**src/rtl/pb_interrupt_controller_pkg.sv**
```systemverilog
// Shared definitions for the Picoblaze interrupt controller: register
// offsets, FSM state encoding, CONTROL bit positions and a source-mask helper.
package pb_interrupt_controller_pkg;

   // Register offsets from INTC_BASE_ADDRESS
   localparam logic [1:0] INTC_PENDING = 2'd0;
   localparam logic [1:0] INTC_MASK    = 2'd1;
   localparam logic [1:0] INTC_VECTOR  = 2'd2;
   localparam logic [1:0] INTC_CONTROL = 2'd3;

   // CONTROL register bit positions
   localparam int CTRL_GIE_BIT        = 0;
   localparam int CTRL_IN_SERVICE_BIT = 1;

   // Request/service state machine
   typedef enum logic [1:0] {
      ST_IDLE    = 2'd0,
      ST_ASSERT  = 2'd1,
      ST_SERVICE = 2'd2
   } intc_state_t;

   // Bits of an 8-bit register that correspond to implemented sources
   function automatic logic [7:0] src_mask(input int num_sources);
      logic [15:0] m;
      m = (16'd1 << num_sources) - 16'd1;
      return m[7:0];
   endfunction

endpackage

```
**src/rtl/pb_intc_priority_enc.sv**
```systemverilog
// Fixed-priority encoder: the lowest set request index wins.
module pb_intc_priority_enc (
   input  logic [7:0] req,
   output logic [2:0] id,
   output logic       valid
);

   // Scan from the top down so the lowest set bit is the last one written
   always_comb begin
      id    = 3'd0;
      valid = 1'b0;
      for (int i = 7; i >= 0; i--) begin
         if (req[i]) begin
            id    = 3'(i);
            valid = 1'b1;
         end
      end
   end

endmodule

```
**src/rtl/pb_interrupt_controller.sv**
```systemverilog
// Port-mapped interrupt controller on the Picoblaze I/O bus.
// Latches rising edges of peripheral lines as pending, applies per-source
// masking and fixed lowest-index priority, and runs the CPU interrupt /
// interrupt_ack handshake, holding off further requests until firmware
// writes VECTOR (end-of-interrupt).
//
// Handshake: interrupt rises when the FSM enters ASSERT and stays high until
// the clock edge where interrupt_ack is sampled high; that edge clears the
// serviced PENDING bit and moves to SERVICE, where nothing new is requested
// until a write to VECTOR returns to IDLE.
//
// fsm_state exposes the internal state encoding for observation.
module pb_interrupt_controller
   import pb_interrupt_controller_pkg::*;
#(
   parameter logic [7:0] INTC_BASE_ADDRESS = 8'h10,
   parameter int         NUM_SOURCES       = 8
) (
   input  logic                   clk,
   input  logic                   reset,
   input  logic [7:0]             port_id,
   input  logic [7:0]             data_in,
   input  logic                   write_strobe,
   input  logic                   read_strobe,
   output logic [7:0]             data_out,
   input  logic [NUM_SOURCES-1:0] irq_in,
   output logic                   interrupt,
   input  logic                   interrupt_ack,
   output logic [1:0]             fsm_state
);

   localparam logic [7:0] SRC_MASK = src_mask(NUM_SOURCES);

   intc_state_t state, state_next;

   logic [7:0] irq_ext;
   logic [7:0] irq_d;
   logic [7:0] rise;
   logic [7:0] pending;
   logic [7:0] mask;
   logic [2:0] vector;
   logic       gie;

   logic [8:0] addr_diff;
   logic       hit;
   logic [1:0] reg_sel;
   logic       wr_pending;
   logic       wr_mask;
   logic       wr_vector;
   logic       wr_control;

   logic [2:0] enc_id;
   logic       enc_valid;
   logic       latch_vec;
   logic       ack_clr;
   logic [7:0] ack_bits;
   logic [7:0] w1c_bits;

   // Reads have no side effects; the strobe is accepted but unused.
   logic unused_read_strobe;
   assign unused_read_strobe = read_strobe;

   // Widen irq_in to 8 bits; unimplemented sources stay 0
   always_comb begin
      irq_ext = 8'h00;
      for (int i = 0; i < NUM_SOURCES; i++) begin
         irq_ext[i] = irq_in[i];
      end
   end

   assign rise = irq_ext & ~irq_d;

   // Address decode: a port below the base wraps to a large 9-bit difference
   assign addr_diff  = {1'b0, port_id} - {1'b0, INTC_BASE_ADDRESS};
   assign hit        = (addr_diff < 9'd4);
   assign reg_sel    = addr_diff[1:0];
   assign wr_pending = write_strobe && hit && (reg_sel == INTC_PENDING);
   assign wr_mask    = write_strobe && hit && (reg_sel == INTC_MASK);
   assign wr_vector  = write_strobe && hit && (reg_sel == INTC_VECTOR);
   assign wr_control = write_strobe && hit && (reg_sel == INTC_CONTROL);

   pb_intc_priority_enc u_enc (
      .req   (pending & mask),
      .id    (enc_id),
      .valid (enc_valid)
   );

   assign w1c_bits  = wr_pending ? data_in : 8'h00;
   assign ack_bits  = ack_clr ? (8'd1 << vector) : 8'h00;
   assign fsm_state = state;

   // FSM next-state and handshake outputs
   always_comb begin
      state_next = state;
      latch_vec  = 1'b0;
      ack_clr    = 1'b0;
      interrupt  = 1'b0;
      case (state)
         ST_IDLE: begin
            if (gie && enc_valid) begin
               latch_vec  = 1'b1;
               state_next = ST_ASSERT;
            end
         end
         ST_ASSERT: begin
            // GIE/MASK changes do not withdraw a request already raised
            interrupt = 1'b1;
            if (interrupt_ack) begin
               ack_clr    = 1'b1;
               state_next = ST_SERVICE;
            end
         end
         ST_SERVICE: begin
            if (wr_vector) state_next = ST_IDLE;
         end
         default: state_next = ST_IDLE;
      endcase
   end

   // FSM state register
   always_ff @(posedge clk or posedge reset) begin
      if (reset) state <= ST_IDLE;
      else       state <= state_next;
   end

   // Edge detector history, pending (new edges win over clears), mask, vector, GIE
   always_ff @(posedge clk or posedge reset) begin
      if (reset) begin
         irq_d   <= 8'h00;
         pending <= 8'h00;
         mask    <= 8'h00;
         vector  <= 3'd0;
         gie     <= 1'b0;
      end else begin
         irq_d   <= irq_ext;
         pending <= ((pending & ~w1c_bits & ~ack_bits) | rise) & SRC_MASK;
         if (wr_mask)    mask   <= data_in & SRC_MASK;
         if (wr_control) gie    <= data_in[CTRL_GIE_BIT];
         if (latch_vec)  vector <= enc_id;
      end
   end

   // Registered read mux; zero whenever this block is not addressed
   always_ff @(posedge clk or posedge reset) begin
      if (reset) begin
         data_out <= 8'h00;
      end else if (!hit) begin
         data_out <= 8'h00;
      end else begin
         case (reg_sel)
            INTC_PENDING: data_out <= pending;
            INTC_MASK:    data_out <= mask;
            INTC_VECTOR:  data_out <= {5'b00000, vector};
            default:      data_out <= {6'b000000, (state == ST_SERVICE), gie};
         endcase
      end
   end

endmodule

```
**config.mk**
```make
export PLATFORM = sky130hd
export DESIGN_NAME = pb_interrupt_controller
export DESIGN_NICKNAME = d
export VERILOG_FILES = /design/src/rtl/pb_interrupt_controller_pkg.sv /design/src/rtl/pb_intc_priority_enc.sv /design/src/rtl/pb_interrupt_controller.sv
export SDC_FILE = /design/constraint.sdc
export NUM_CORES = 1
export LEC_CHECK = 0
export BUFFER_PORTS_ARGS = -buffer_cell sky130_fd_sc_hd__buf_4
export CORE_MARGIN = 1.5
export CORE_UTILIZATION = 25
export CTS_CLUSTER_DIAMETER = 40
export DETAILED_ROUTE_END_ITERATION = 10
export GPL_TIMING_DRIVEN = 1
export PLACE_DENSITY = 0.47
export SLEW_MARGIN = 20
export SYNTH_ARGS = -nofsm -noshare
export SYNTH_HDL_FRONTEND = slang
export SYNTH_SLANG_ARGS = --single-unit
export TNS_END_PERCENT = 5
```
**constraint.sdc**
```tcl
create_clock -name clk -period 1.4 [get_ports clk]
set_clock_uncertainty 0.05 [all_clocks]
set_input_delay 0.28 -clock clk [delete_from_list [all_inputs] [get_ports clk]]
set_output_delay 0.28 -clock clk [all_outputs]
set_load 0.05 [all_outputs]
```
==> results by group <==
Outcome
  – Status: finished, violations left
  – Failing checks: negative setup slack

Worst setup path
  – CP arrival: 1.89 ns
  – CP Class: primary input to flip-flop
  – CP Max Fanout: 8
  – CP Data Required Time: 1.53 ns
  – Slowest CP cell: or4b_4
  – CP startpoint kind: primary input
  – Critical Path End Type: flip-flop
  – CP max stage delay: 0.54 ns
  – Cells along the critical path: buf_8 > inv_4 > ha_4 > nand2b_4 > or4b_4 > nor3_4 > buf_12 > mux2_2

Die
  – Die height: 86.35 microns
  – Die ar.: 0.007455 sq mm
  – Placeable Area: 0.006756 sq mm
  – Number of I/O pins: 40
  – Starting density of the core: 0.2570
  – Die width: 86.35 microns
  – Core Rows: 30

Power and ir drop
  – Seq pwr share: 0.405
  – Leakage power: 1.337 nW
  – Net load switching power: 0.7475 mW
  – Internal Power: 2.238 mW
  – Peak VDD IR: 0.0004753 V
  – Clock power share: 0.392
  – Comb power frac: 0.203
  – Design Power: 2.985 mW
  – Pwr dens: 1123 mW/mm^2
  – Switching share of power: 0.2504

Clock network
  – Clock slew at reported path FFs: 0.08 ns
  – Worst-case clock buffer depth: 2
  – CTS Buf Count: 5
  – Postcts setup bufs: 0
  – Worst-Skew Late Latency: 0.29 ns
  – Root Buffer: clkbuf_8
  – # H-tree levels: 2
  – Sink Count: 38
  – CTS tree: built

Synthesis
  – Area fraction of the dominant cell type after synthesis: 0.5476
  – Synthesized area per cell: 11.58 sq um
  – Area of the mapped netlist: 0.001737 sq mm
  – Syn Inst Count: 150
  – Synthesis warning total: 0
  – Yosys reg bits: 38
  – Synthesized Nets: 180
  – Main synth FF type: dfrtp_1
  – Post-synthesis cell type count: 33
  – Sequential share of the synthesized area: 0.5476
  – Number of flops mapped to enable cells by yosys: 0
  – Synth area leader: dfrtp_1
  – Area contributors post-synth: dfrtp_1, mux2_2, o21ai_0
  – Post-synthesis async set-or-reset flop share: 1.000

STA
  – Final worst path period share: 1.256
  – Rel. slew slack: 0.8232
  – Peak Freq: 0.5687 GHz
  – RSZ-0062 raised after global routing: yes
  – Final Hold Viols: 0
  – Fin Setup TNS: -3.929 ns
  – Final Slew Violations: 0
  – Worst-Margin Slew: 0.2638 ns
  – Endpoints failing setup: 20
  – Period minus WS final: 1.759 ns
  – Final worst slack: -0.3585 ns

Place
  – Cells after DPL: 299
  – GP Congestion: 0.8193
  – HPWL Detailed: 3224 microns
  – PortBufs: 38

Job
  – Maxcap violations: 0

Drt
  – Routed Antenna Nets: 0
  – DR vias: 1387
  – Routed vias/inst: 4.503
  – Routed WL: 4317 microns
  – Iter 0 DRT Violations: 89
  – Post-route DRC: 0
  – Pre-Repair DR Iteration Count: 4
  – Routed length per instance: 14.02 microns

Finish
  – Non-filler cells, final: 308
  – Antenna Cells: 0
  – Share of cells above drive strength 1: 0.4912
  – Nets: 257
  – Number of fill cells: 673
  – Synth-to-Final Area Change: 53.03%
  – Fin util: 0.3933

Global routing
  – GRT overflow: 0
  – Largest net degree at the start of global routing: 39
  – First-pass GRT wire length: 7127 microns
  – Number of global-route vias before repair: 1427
  – Initial antenna violation count: 0
  – Overall routing resource usage: 0.1255

Hold path
  – Hold Path Class: primary input to flip-flop
final timing paths:
kind | start | to | slack [ns] | depth (start not counted)
setup / recovery | port_id[4] | mask[3] | -0.36 | 8
min in group asynchronous | reset | data_out[7] | 0.54 | 4
max in group asynchronous | reset | vector[2] | 0.55 | 4
setup reg to reg | vector[2] | pending[0] | -0.14 | 4
hold / removal | irq_in[4] | irq_d[4] | 0.05 | 1
hold reg to reg | irq_d[0] | pending[0] | 0.36 | 1
metrics by stage:
stage | hold slack (ns) | setup WS, ns | cell area, sq um
after global routing | 0.03528 | -0.3905 | 2658
after detailed placement | 0.3159 | -0.8283 | 2386
after floorplan | 0.2614 | -0.7244 | 1737
after global placement | 0.3100 | -0.7921 | 2386
final | 0.04779 | -0.3585 | 2658
after CTS | 0.04112 | -0.3797 | 2619
state kept, by name (all words and copies together), names as in the netlist:
| signal | flops |
|---|---|
| data_out | 8 |
| fsm_state | 2 |
| pending | 8 |
| vector | 3 |
| gie | 1 |
| mask | 8 |
| irq_d | 8 |
area by class of cell:
type                    instances  area (sq um)  share of cell area
multi-input cells              96         812.0              0.3056
clock inverters                 2         60.06             0.02260
repair buffers                 72         594.3              0.2236
inverters                      14         57.56             0.02166
clock buffers                   6         82.58             0.03107
well taps                      80         100.1             0.03766
flip-flops and latches         38         950.9              0.3578
worst max-delay path, delay by kind of cell:
| kind | cells | cell delay (ns) |
|---|---|---|
| buffers and inverters | 3 | 0.26 |
| muxes | 1 | 0.33 |
| adders and majority gates | 1 | 0.26 |
| and+or+nand+nor | 3 | 0.76 |
layer usage:
metal  vias to the layer above  GRT usage  wire (microns)
li1                        689          -               -
met1                       661     0.1728            2114
met2                        33     0.1946            1977
met3                         4    0.03333             189
met4                         0    0.03519              37
met5                         -          0               0
cell usage after synthesis (2+ instances only):
cell / number
a32oi_1: 2
mux4_2: 2
mux2i_1: 5
mux2_2: 11
or4b_1: 2
o31ai_1: 3
nor2_1: 6
nand2b_1: 4
o21ai_1: 2
dfrtp_1: 38
inv_1: 14
o21ai_0: 15
nand2_1: 10
nor2b_1: 3
a21o_1: 8
a22oi_1: 4
a21oi_1: 5
placed cells by master (no fill, tap or decap), types with 2 or more instances in the layout:
cell       Yosys  layout
buf_12         0       2
nor2b_1        3       3
a21oi_1        5       4
o21ai_1        2       5
dfrtp_1       38      38
mux2_4         0       2
a22oi_1        4       2
a32oi_1        2       2
nand2b_4       1       2
mux2_2        11       9
bufinv_16      0       2
buf_6          0       3
mux2i_1        5       5
inv_1         14      11
mux4_2         2       2
nand2_1       10      10
a22oi_2        0       2
a21o_1         8       8
inv_4          0       2
o21ai_0       15       9
buf_8          0       2
clkbuf_8       0       6
o21ai_2        0       3
nor2_1         6       6
nand2b_1       4       3
or4b_4         0       2
buf_4          0      64
power by group through the flow:
stage                     clock (mW)  sequential, mW  combinational [mW]
final                           1.17            1.21               0.606
after CTS                       1.19            1.21               0.596
after detailed placement           0            1.22               0.542
after floorplan                    0            1.28               0.205
after global placement             0            1.22               0.539
after global routing            1.24            1.22               0.666
cells by family (layout without fill, tap and decap cells):
kind of cell / Yosys count / after routing / share of synthesized area
AOI/OAI and AO/OA: 41 / 41 / 0.1477
xor gates and xnor gates: 1 / 1 / 0.005044
adders and majority gates: 1 / 1 / 0.007203
buffers and inverters: 16 / 94 / 0.03530
DFF: 38 / 38 / 0.5475
muxes: 18 / 18 / 0.1261
and+or+nand+nor: 35 / 35 / 0.1311
repair_timing:
action,in CTS,in global routing
endpoints found under the setup margin,24,25
resized for setup,23,12
hold endpoints to repair,2,0
pin swaps,4,0
hold buffers,1,0
No activity file was read; power rests on OpenSTA's default activity.
